### config.mk
export PLATFORM = sky130hd
export DESIGN_NAME = axi_reg_responder
export DESIGN_NICKNAME = d
export VERILOG_FILES = /design/src/rtl/soc_pkg.sv /design/src/rtl/axi_reg_addr_decode.sv /design/src/rtl/axi_reg_responder.sv
export SDC_FILE = /design/constraint.sdc
export NUM_CORES = 2
export LEC_CHECK = 0
export ABC_CLOCK_PERIOD_IN_PS = 3000
export CAP_MARGIN = 40
export CORE_AREA = 5 5 493 495
export CTS_CLUSTER_DIAMETER = 60
export DETAILED_ROUTE_END_ITERATION = 10
export DIE_AREA = 0 0 498 500
export PLACE_DENSITY = 0.54
export SLEW_MARGIN = 0
export SYNTH_ARGS = -nofsm -noshare
export SYNTH_HDL_FRONTEND = slang
export SYNTH_SLANG_ARGS = --single-unit
### constraint.sdc
create_clock -name clk_i -period 3 [get_ports clk_i]
set_input_delay 0.9 -clock clk_i [delete_from_list [all_inputs] [get_ports clk_i]]
set_output_delay 0.9 -clock clk_i [all_outputs]
set_load 0.05 [all_outputs]
### src/rtl/soc_pkg.sv
// Shared AXI4 channel structs, response codes and the
// register-responder FSM state types.
package soc_pkg;

  localparam logic [1:0] AXI_RESP_OKAY   = 2'b00;
  localparam logic [1:0] AXI_RESP_SLVERR = 2'b10;
  localparam logic [1:0] AXI_RESP_DECERR = 2'b11;

  typedef struct packed {
    logic [3:0]  id;
    logic [31:0] addr;
    logic [7:0]  len;
    logic [2:0]  size;
    logic [1:0]  burst;
  } s_ax_t;

  typedef struct packed {
    logic [63:0] data;
    logic [7:0]  strb;
    logic        last;
  } s_w_t;

  typedef struct packed {
    logic [3:0] id;
    logic [1:0] resp;
  } s_b_t;

  typedef struct packed {
    logic [3:0]  id;
    logic [63:0] data;
    logic [1:0]  resp;
    logic        last;
  } s_r_t;

  typedef struct packed {
    s_ax_t aw;
    logic  aw_valid;
    s_w_t  w;
    logic  w_valid;
    logic  b_ready;
    s_ax_t ar;
    logic  ar_valid;
    logic  r_ready;
  } s_req_t;

  typedef struct packed {
    logic aw_ready;
    logic w_ready;
    logic ar_ready;
    logic b_valid;
    s_b_t b;
    logic r_valid;
    s_r_t r;
  } s_resp_t;

  typedef enum logic [1:0] {
    W_IDLE,
    W_DATA,
    W_RESP
  } axi_reg_w_state_e;

  typedef enum logic {
    R_IDLE,
    R_DATA
  } axi_reg_r_state_e;

  function automatic logic [1:0] axi_reg_resp(
    input logic hit,
    input logic single
  );
    if (!hit) return AXI_RESP_DECERR;
    if (!single) return AXI_RESP_SLVERR;
    return AXI_RESP_OKAY;
  endfunction

endpackage

### src/rtl/axi_reg_addr_decode.sv
// Maps a byte address onto the register window:
// hit flag plus 64-bit register index.
module axi_reg_addr_decode
  import soc_pkg::*;
#(
  parameter logic [31:0] BASE     = '0,
  parameter int unsigned NUM_REGS = 16,
  parameter int unsigned IDX_W    = 4
) (
  input  logic [31:0]      addr,
  output logic             hit,
  output logic [IDX_W-1:0] idx
);

  // 33-bit bounds so a window ending at 4 GiB cannot wrap
  localparam logic [32:0] LO = {1'b0, BASE};
  localparam logic [32:0] HI = LO + 33'(NUM_REGS) * 33'd8;

  logic [31:0] off;

  assign off = addr - BASE;
  assign hit = ({1'b0, addr} >= LO) && ({1'b0, addr} < HI);
  assign idx = IDX_W'(off >> 3);

endmodule

### src/rtl/axi_reg_responder.sv
// AXI4 subordinate terminating single-beat accesses
// into a bank of 64-bit registers; bursts get SLVERR.
module axi_reg_responder
  import soc_pkg::*;
#(
  parameter logic [31:0] BASE     = '0,
  parameter int unsigned NUM_REGS = 16,
  parameter type         req_t    = s_req_t,
  parameter type         resp_t   = s_resp_t
) (
  input  logic                       clk_i,
  input  logic                       rst_i,
  input  req_t                       req_i,
  output resp_t                      resp_o,
  output logic [NUM_REGS-1:0][63:0]  regs_o
);

  localparam int unsigned IDX_W =
    (NUM_REGS > 1) ? $clog2(NUM_REGS) : 1;

  axi_reg_w_state_e w_q, w_d;
  axi_reg_r_state_e r_q, r_d;

  logic [NUM_REGS-1:0][63:0] regs_q;

  logic             aw_hit, ar_hit;
  logic [IDX_W-1:0] aw_idx, ar_idx;

  logic [3:0]       w_id_q;
  logic             w_hit_q, w_one_q;
  logic [IDX_W-1:0] w_idx_q;

  logic [3:0]       r_id_q;
  logic             r_hit_q, r_one_q;
  logic [7:0]       r_cnt_q;
  logic [63:0]      r_data_q;

  logic aw_ready, w_ready, ar_ready;
  logic b_valid, r_valid, r_last;
  logic aw_hs, w_hs, b_hs, ar_hs, r_hs;
  logic commit;
  logic unused;

  axi_reg_addr_decode #(
    .BASE     (BASE),
    .NUM_REGS (NUM_REGS),
    .IDX_W    (IDX_W)
  ) u_aw_dec (
    .addr (req_i.aw.addr),
    .hit  (aw_hit),
    .idx  (aw_idx)
  );

  axi_reg_addr_decode #(
    .BASE     (BASE),
    .NUM_REGS (NUM_REGS),
    .IDX_W    (IDX_W)
  ) u_ar_dec (
    .addr (req_i.ar.addr),
    .hit  (ar_hit),
    .idx  (ar_idx)
  );

  // Handshake signals are forced low while reset is held
  assign aw_ready = !rst_i && (w_q == W_IDLE);
  assign w_ready  = !rst_i && (w_q == W_DATA);
  assign b_valid  = !rst_i && (w_q == W_RESP);
  assign ar_ready = !rst_i && (r_q == R_IDLE);
  assign r_valid  = !rst_i && (r_q == R_DATA);
  assign r_last   = (r_cnt_q == 8'd0);

  assign aw_hs = req_i.aw_valid && aw_ready;
  assign w_hs  = req_i.w_valid && w_ready;
  assign b_hs  = req_i.b_ready && b_valid;
  assign ar_hs = req_i.ar_valid && ar_ready;
  assign r_hs  = req_i.r_ready && r_valid;

  assign commit = w_hs && w_one_q && w_hit_q;

  assign unused = ^{req_i.aw.size, req_i.aw.burst,
                    req_i.ar.size, req_i.ar.burst};

  always_comb begin
    resp_o          = '0;
    resp_o.aw_ready = aw_ready;
    resp_o.w_ready  = w_ready;
    resp_o.ar_ready = ar_ready;
    resp_o.b_valid  = b_valid;
    resp_o.b.id     = w_id_q;
    resp_o.b.resp   = axi_reg_resp(w_hit_q, w_one_q);
    resp_o.r_valid  = r_valid;
    resp_o.r.id     = r_id_q;
    resp_o.r.data   = r_data_q;
    resp_o.r.resp   = axi_reg_resp(r_hit_q, r_one_q);
    resp_o.r.last   = r_last;
  end

  always_comb begin
    w_d = w_q;
    unique case (w_q)
      W_IDLE: if (aw_hs) w_d = W_DATA;
      W_DATA: if (w_hs && req_i.w.last) w_d = W_RESP;
      W_RESP: if (b_hs) w_d = W_IDLE;
      default: w_d = W_IDLE;
    endcase
  end

  always_comb begin
    r_d = r_q;
    unique case (r_q)
      R_IDLE: if (ar_hs) r_d = R_DATA;
      R_DATA: if (r_hs && r_last) r_d = R_IDLE;
      default: r_d = R_IDLE;
    endcase
  end

  always_ff @(posedge clk_i) begin
    if (rst_i) begin
      w_q <= W_IDLE;
      r_q <= R_IDLE;
    end else begin
      w_q <= w_d;
      r_q <= r_d;
    end
  end

  always_ff @(posedge clk_i) begin
    if (rst_i) begin
      regs_q  <= '0;
      w_id_q  <= '0;
      w_hit_q <= 1'b0;
      w_one_q <= 1'b0;
      w_idx_q <= '0;
    end else begin
      if (aw_hs) begin
        w_id_q  <= req_i.aw.id;
        w_hit_q <= aw_hit;
        w_one_q <= (req_i.aw.len == 8'd0);
        w_idx_q <= aw_idx;
      end
      for (int k = 0; k < 8; k++) begin
        if (commit && req_i.w.strb[k]) begin
          regs_q[w_idx_q][8*k +: 8] <= req_i.w.data[8*k +: 8];
        end
      end
    end
  end

  // Snapshot reads regs_q, so a same-edge commit is not visible
  always_ff @(posedge clk_i) begin
    if (rst_i) begin
      r_id_q   <= '0;
      r_hit_q  <= 1'b0;
      r_one_q  <= 1'b0;
      r_cnt_q  <= '0;
      r_data_q <= '0;
    end else if (ar_hs) begin
      r_id_q   <= req_i.ar.id;
      r_hit_q  <= ar_hit;
      r_one_q  <= (req_i.ar.len == 8'd0);
      r_cnt_q  <= req_i.ar.len;
      r_data_q <= (ar_hit && req_i.ar.len == 8'd0) ?
                  regs_q[ar_idx] : '0;
    end else if (r_hs && !r_last) begin
      r_cnt_q <= r_cnt_q - 8'd1;
    end
  end

  assign regs_o = regs_q;

endmodule
## Word level (Yosys, flattened, before mapping)

Index checks and enable logic that the tools add are counted.

- Reductions and logical operators: 33
- Add/subtract/negate cells: 1
- Bitwise gates (word level): 1
- Mux-type cells: 63
- Eq/ne operators: 5
- $lt $le $gt $ge: 5

Operators by type and width:

| cell | count |
|---|---|
| 1024-bit two-way mux | 15 |
| 1024-bit bitwise mux | 8 |
| 64-bit demux with 4-bit select | 8 |
| 64-bit binary-select mux with 4-bit select | 1 |
| 64-bit two-way mux | 3 |
| 32-bit by 8-bit less-than comparator with 1-bit output (second input constant) | 2 |
| 56-bit two-way mux | 1 |
| 48-bit two-way mux | 1 |
| 40-bit two-way mux | 1 |
| 32-bit two-way mux | 1 |
| 1-bit logical AND | 25 |
| 8-bit zero test | 3 |
| 24-bit two-way mux | 1 |
| 8-bit two-way mux | 3 |
| 2-bit two-way mux | 11 |
| 16-bit two-way mux | 1 |
| 4-bit by 5-bit less-than comparator with 1-bit output (second input constant) | 2 |
| 8-bit by 1-bit subtractor with 8-bit output (second input constant) | 1 |
| 1-bit two-way mux | 6 |
| 2-bit case mux with 3 select lines | 1 |
| 4-bit by 1-bit >= comparator with 1-bit output (second input constant) | 1 |
| 2-bit inequality test (second input constant) | 2 |
| 3-bit AND reduction | 1 |
| 2-bit by 1-bit equality test with 1-bit output (second input constant) | 1 |
| 7 further kinds | 8 |

- Logic and storage cells: 135
- Flip-flop bits (word level): 1,115

## Logic depth before layout (Yosys ltp)

- Depth in word-level cells: 28
- Mapped depth: 8
- Gate-level depth less buffers: 6

## Modules after synthesis

Synthesis repeated with hierarchy kept, for this count alone.

- Cells, all modules: 4,321
- Area, all modules: 49,532.5 um^2

By module, submodules not included:

| module | times used | cells each | area an instance (um^2) |
|---|---|---|---|
| axi_reg_responder | 1 | 4,293 | 49,362.3 |
| axi_reg_addr_decode | 2 | 14 | 85.1 |

## Least setup slack after synthesis

No wires, ideal clock.

- Kind: input to output
- From: input rst_i
- To: output resp_o[79] in the netlist's numbering
- Buffers on the path: 5
- Stages: 6
- Arrival time: 2.127 ns
- Required time: 2.100 ns
- Path slack: -0.027 ns
- Path through: clkbuf_1 -> clkbuf_1 -> clkbuf_1 -> buf_2 -> nor2_1 -> buf_4

- Cells in the longest elaborated chain, start to end: 2

RTL lines:

| item | RTL line | text |
|---|---|---|
| from (decl) | axi_reg_responder.sv:12 | `input logic rst_i,` |
| 1-bit zero test | axi_reg_responder.sv:68 | `assign ar_ready = !rst_i && (r_q == R_IDLE);` |
| 1-bit logical AND | axi_reg_responder.sv:68 |  |
| to (decl) | axi_reg_responder.sv:14 | `output resp_t resp_o,` |

No other way between the ends.

==> metrics.txt <==
status=complete, but fails checks; failing checks=negative setup slack; slowest library cell on the worst path=or4b_4; syn nets=about 4500; P_sw=slightly below 9 mW; ys async rst share=0%; Comb pwr share=under 10%; root buffer cell=clkbuf_16; clock tree sinks=between 1000 and 1500; startpoint types=flop; grt total ovfl=0; fraction of layout cells with a size suffix above 1=about a fifth; DIE AREA=between 200000 and 250000 sq um; clk slew on worst S/H paths=0.06 ns; setup ws final=-0.0592 ns; crit path cell chain=inv_4 > ha_4 > or4b_4 > nor2_4 > buf_12; Data required, critical path=2.10 ns; Core Rows=roughly 180; Synth Instances=~4300; Max Buffers Root-to-Sink=3; post-layout util=around 31%; TritonCTS Buffers=~140; Hold WC Path Type=reg2reg; count of nets after finishing=5848; Main synth FF type=dfxtp_1; first-pass GRT wire length=367 mm; Int Pwr=around 26 mW; RSZ-0062 raised after global routing=true; max incr delay on CP=a little over 0.5 ns; WS Path Type=reg2out; Place WS=-0.361 ns; vias per inst=4.64; worst vdd ir=between 0.4 and 0.5 mV; Yosys reg bits=~1100; initial antenna violation count=42; Clk pwr share=between 50% and 60%; largest net degree at the start of global routing=about 140; Port Buffers=1267; gpl congestion=about 0.9; number of synthesized flops with an enable pin=0; WL/cell=30.4 um; # setup viols final=1; minimum clock period=between 3 and 4 ns; Tot GR Track Use=a little over a fifth; Netlist cell types=53; average size of a mapped cell=about 11 sq um; clk_lat worst skew=around 0.8 ns; TritonRoute pass-1 iters=5; Detailed Place HPWL=about 220 mm; Mapped Area=~50000 sq um; vias=41600; pwr/cell area=a little under 500 nW/um^2; Slew Viols, Final=0; area grow syn2layout=46.6%; Rel. slew slack=between 30% and 40%; fillers=roughly 24000; Initial Utilization=approximately a fifth; sequential fraction of the synthesis area=45.1%; Storage cell area=between 20000 and 25000 sq um; Hold Buf Count CTS=0; Fmax achieved=about 330 MHz; H-tree levels=4; Hold Path Cell Cnt=2; Residual DRC=0; Yosys warning total=0; Net Sw Frac=between 20% and 30%; Leak Pwr=36.7 nW; num ports=about 1300; vias in the first global route=about 42000; initial DRC count=3164; Crit path arrival time=~2.2 ns; worst slew pin tran=0.900 ns; Hold Fails Final Rpt=0; Reg power frac=a little over two fifths; period utilization=102%; Worst setup EP type=primary output; R2R cell count=5; CP Max Fanout=4; Detailed Route WL=~270 mm; Multi-input gate area=approximately 26000 sq um; R2R setup slack=0.51 ns; core box area=about 240000 sq um; Detail Route Antenna Nets=0; max_cap viols=0; clock skew=~0.037 ns; CTS tree=done; Die W=~500 um; Die Ht=about 500 um
## metal layers
metal / vias up / GRT usage (%) / share of wire (%)
met5: - / 0 / 0.065
met1: 21200 / 25.3 / 40
li1: 18300 / - / -
met2: 1770 / 34.5 / 47
met4: 26 / 6.43 / 3.4
met3: 391 / 7.81 / 9.3
## layout make-up
cell class / instances / area share, %
clock inverter: 58 / 1.11
timing repair buffer: 1562 / 21.7
clock buffer: 199 / 5.57
antenna: 15 / 0.0517
sequential: 1115 / 30.8
inverter: 6 / 0.0345
tap: 3167 / 5.46
multi-input combinational: 2840 / 35.3
## synthesized netlist by cell type (2+ instances only)
library cell	instances	area share, %
mux2i_1	1026	21
nor2_1	1031	7.8
nor3b_1	3	0.046
buf_2	78	0.79
a21o_1	3	0.046
and4b_1	4	0.081
nand2_1	85	0.64
o21ai_1	64	0.65
nor3_1	3	0.030
and4bb_1	2	0.051
o21ai_0	16	0.16
buf_4	33	0.50
a21oi_1	6	0.061
nand3_1	8	0.081
buf_1	6	0.046
or3_1	5	0.063
and4bb_2	3	0.076
nand2b_1	16	0.20
inv_1	6	0.046
or4_1	2	0.030
and2_1	2	0.025
and4_1	2	0.035
a2bb2oi_1	2	0.035
nor4b_2	4	0.12
nand4_2	16	0.40
nand3b_1	3	0.046
and3_1	2	0.025
nand4_4	112	4.8
a22o_1	64	1.1
a221oi_2	54	1.6
a221oi_1	10	0.18
clkbuf_1	220	1.7
buf_6	14	0.32
ha_1	2	0.051
nor4_1	14	0.18
a31oi_1	3	0.038
dfxtp_1	1115	45
nor2b_1	3	0.038
o311ai_0	2	0.035
mux4_2	256	12
clkbuf_2	3	0.030
## kinds of logic (layout without fill, tap and decap cells)
logic type | after synthesis | in the layout | share of synthesized area [%]
flip-flops | 1115 | 1115 | 45.1
buffers and inverters | 360 | 1825 | 3.40
AO/OA/AOI/OAI | 230 | 230 | 4.10
other | 0 | 15 | 0
AND/OR/NAND/NOR | 1326 | 1326 | 14.9
multiplexers | 1282 | 1282 | 32.4
adder cells (fa/ha/maj) | 2 | 2 | 0.0506
## per-stage QoR
stage	area (sq um)	total power [mW]	std cells	hold slack [ns]	TNS, ns
after floorplan	49500	16.3	4315	0.437	0
after global placement	68200	17.4	8686	0.438	-46.78
after detailed placement	68200	17.5	8688	0.441	-23.97
after CTS	72400	35.3	8945	0.407	-0.184
after global routing	72500	36.0	8949	0.452	-0.215
final	72600	34.9	8962	0.448	-0.0592
## worst paths after layout
path | startpoint | to
worst min-delay path | r_data_q[1] | r_data_q[1]
worst min register to register | r_data_q[1] | r_data_q[1]
worst max register to register | w_idx_q[0] | regs_o[104]
worst max-delay path | r_cnt_q[0] | resp_o[0]
## cell usage in the layout (no fill, tap or decap), types with 19 or more instances in the layout
cell and count:
buf_4 265, dlymetal6s2s_1 37, clkbuf_16 146, mux4_2 256, a22o_1 64, mux2i_1 1026
buf_12 131, clkbuf_1 34, nand4_4 112, clkbuf_8 19, a221oi_2 54, nand2_1 85
clkdlybuf4s50_1 600, nor2_1 1029, dfxtp_1 1113, o21ai_1 64, dlygate4sd2_1 520
## repair_timing
item	CTS	global route
pin swaps	1	2
setup endpoints to repair	521	38
endpoints found under the hold margin	0	0
gates resized for setup	526	41
buffers inserted	0	2
## flip-flops by register name, indices dropped and copies added, names as in the netlist
name / cells
regs_o: 1024
r_data_q: 64
r_cnt_q: 8
r_id_q: 4
w_id_q: 4
w_idx_q: 4
w_q: 2
r_hit_q: 1
r_one_q: 1
r_q: 1
w_hit_q: 1
w_one_q: 1
## power by group through the flow
stage / clock network, mW / logic, mW / registers [mW]
after detailed placement: 0 / 2.26 / 15.2
after floorplan: 0 / 1.09 / 15.2
after CTS: 18.2 / 2.28 / 14.9
after global routing: 18.7 / 2.37 / 14.9
after global placement: 0 / 2.24 / 15.2
final: 17.7 / 2.24 / 14.9
## worst max-delay path: cells and delay by family, from the launching register on
family | cells | cell delay, ns
adders and majority gates | 1 | 0.10
buffers and inverters | 2 | 0.24
and+or+nand+nor | 2 | 0.68
DFF | 1 | 0.35
Power figures use the tool's default switching activity.
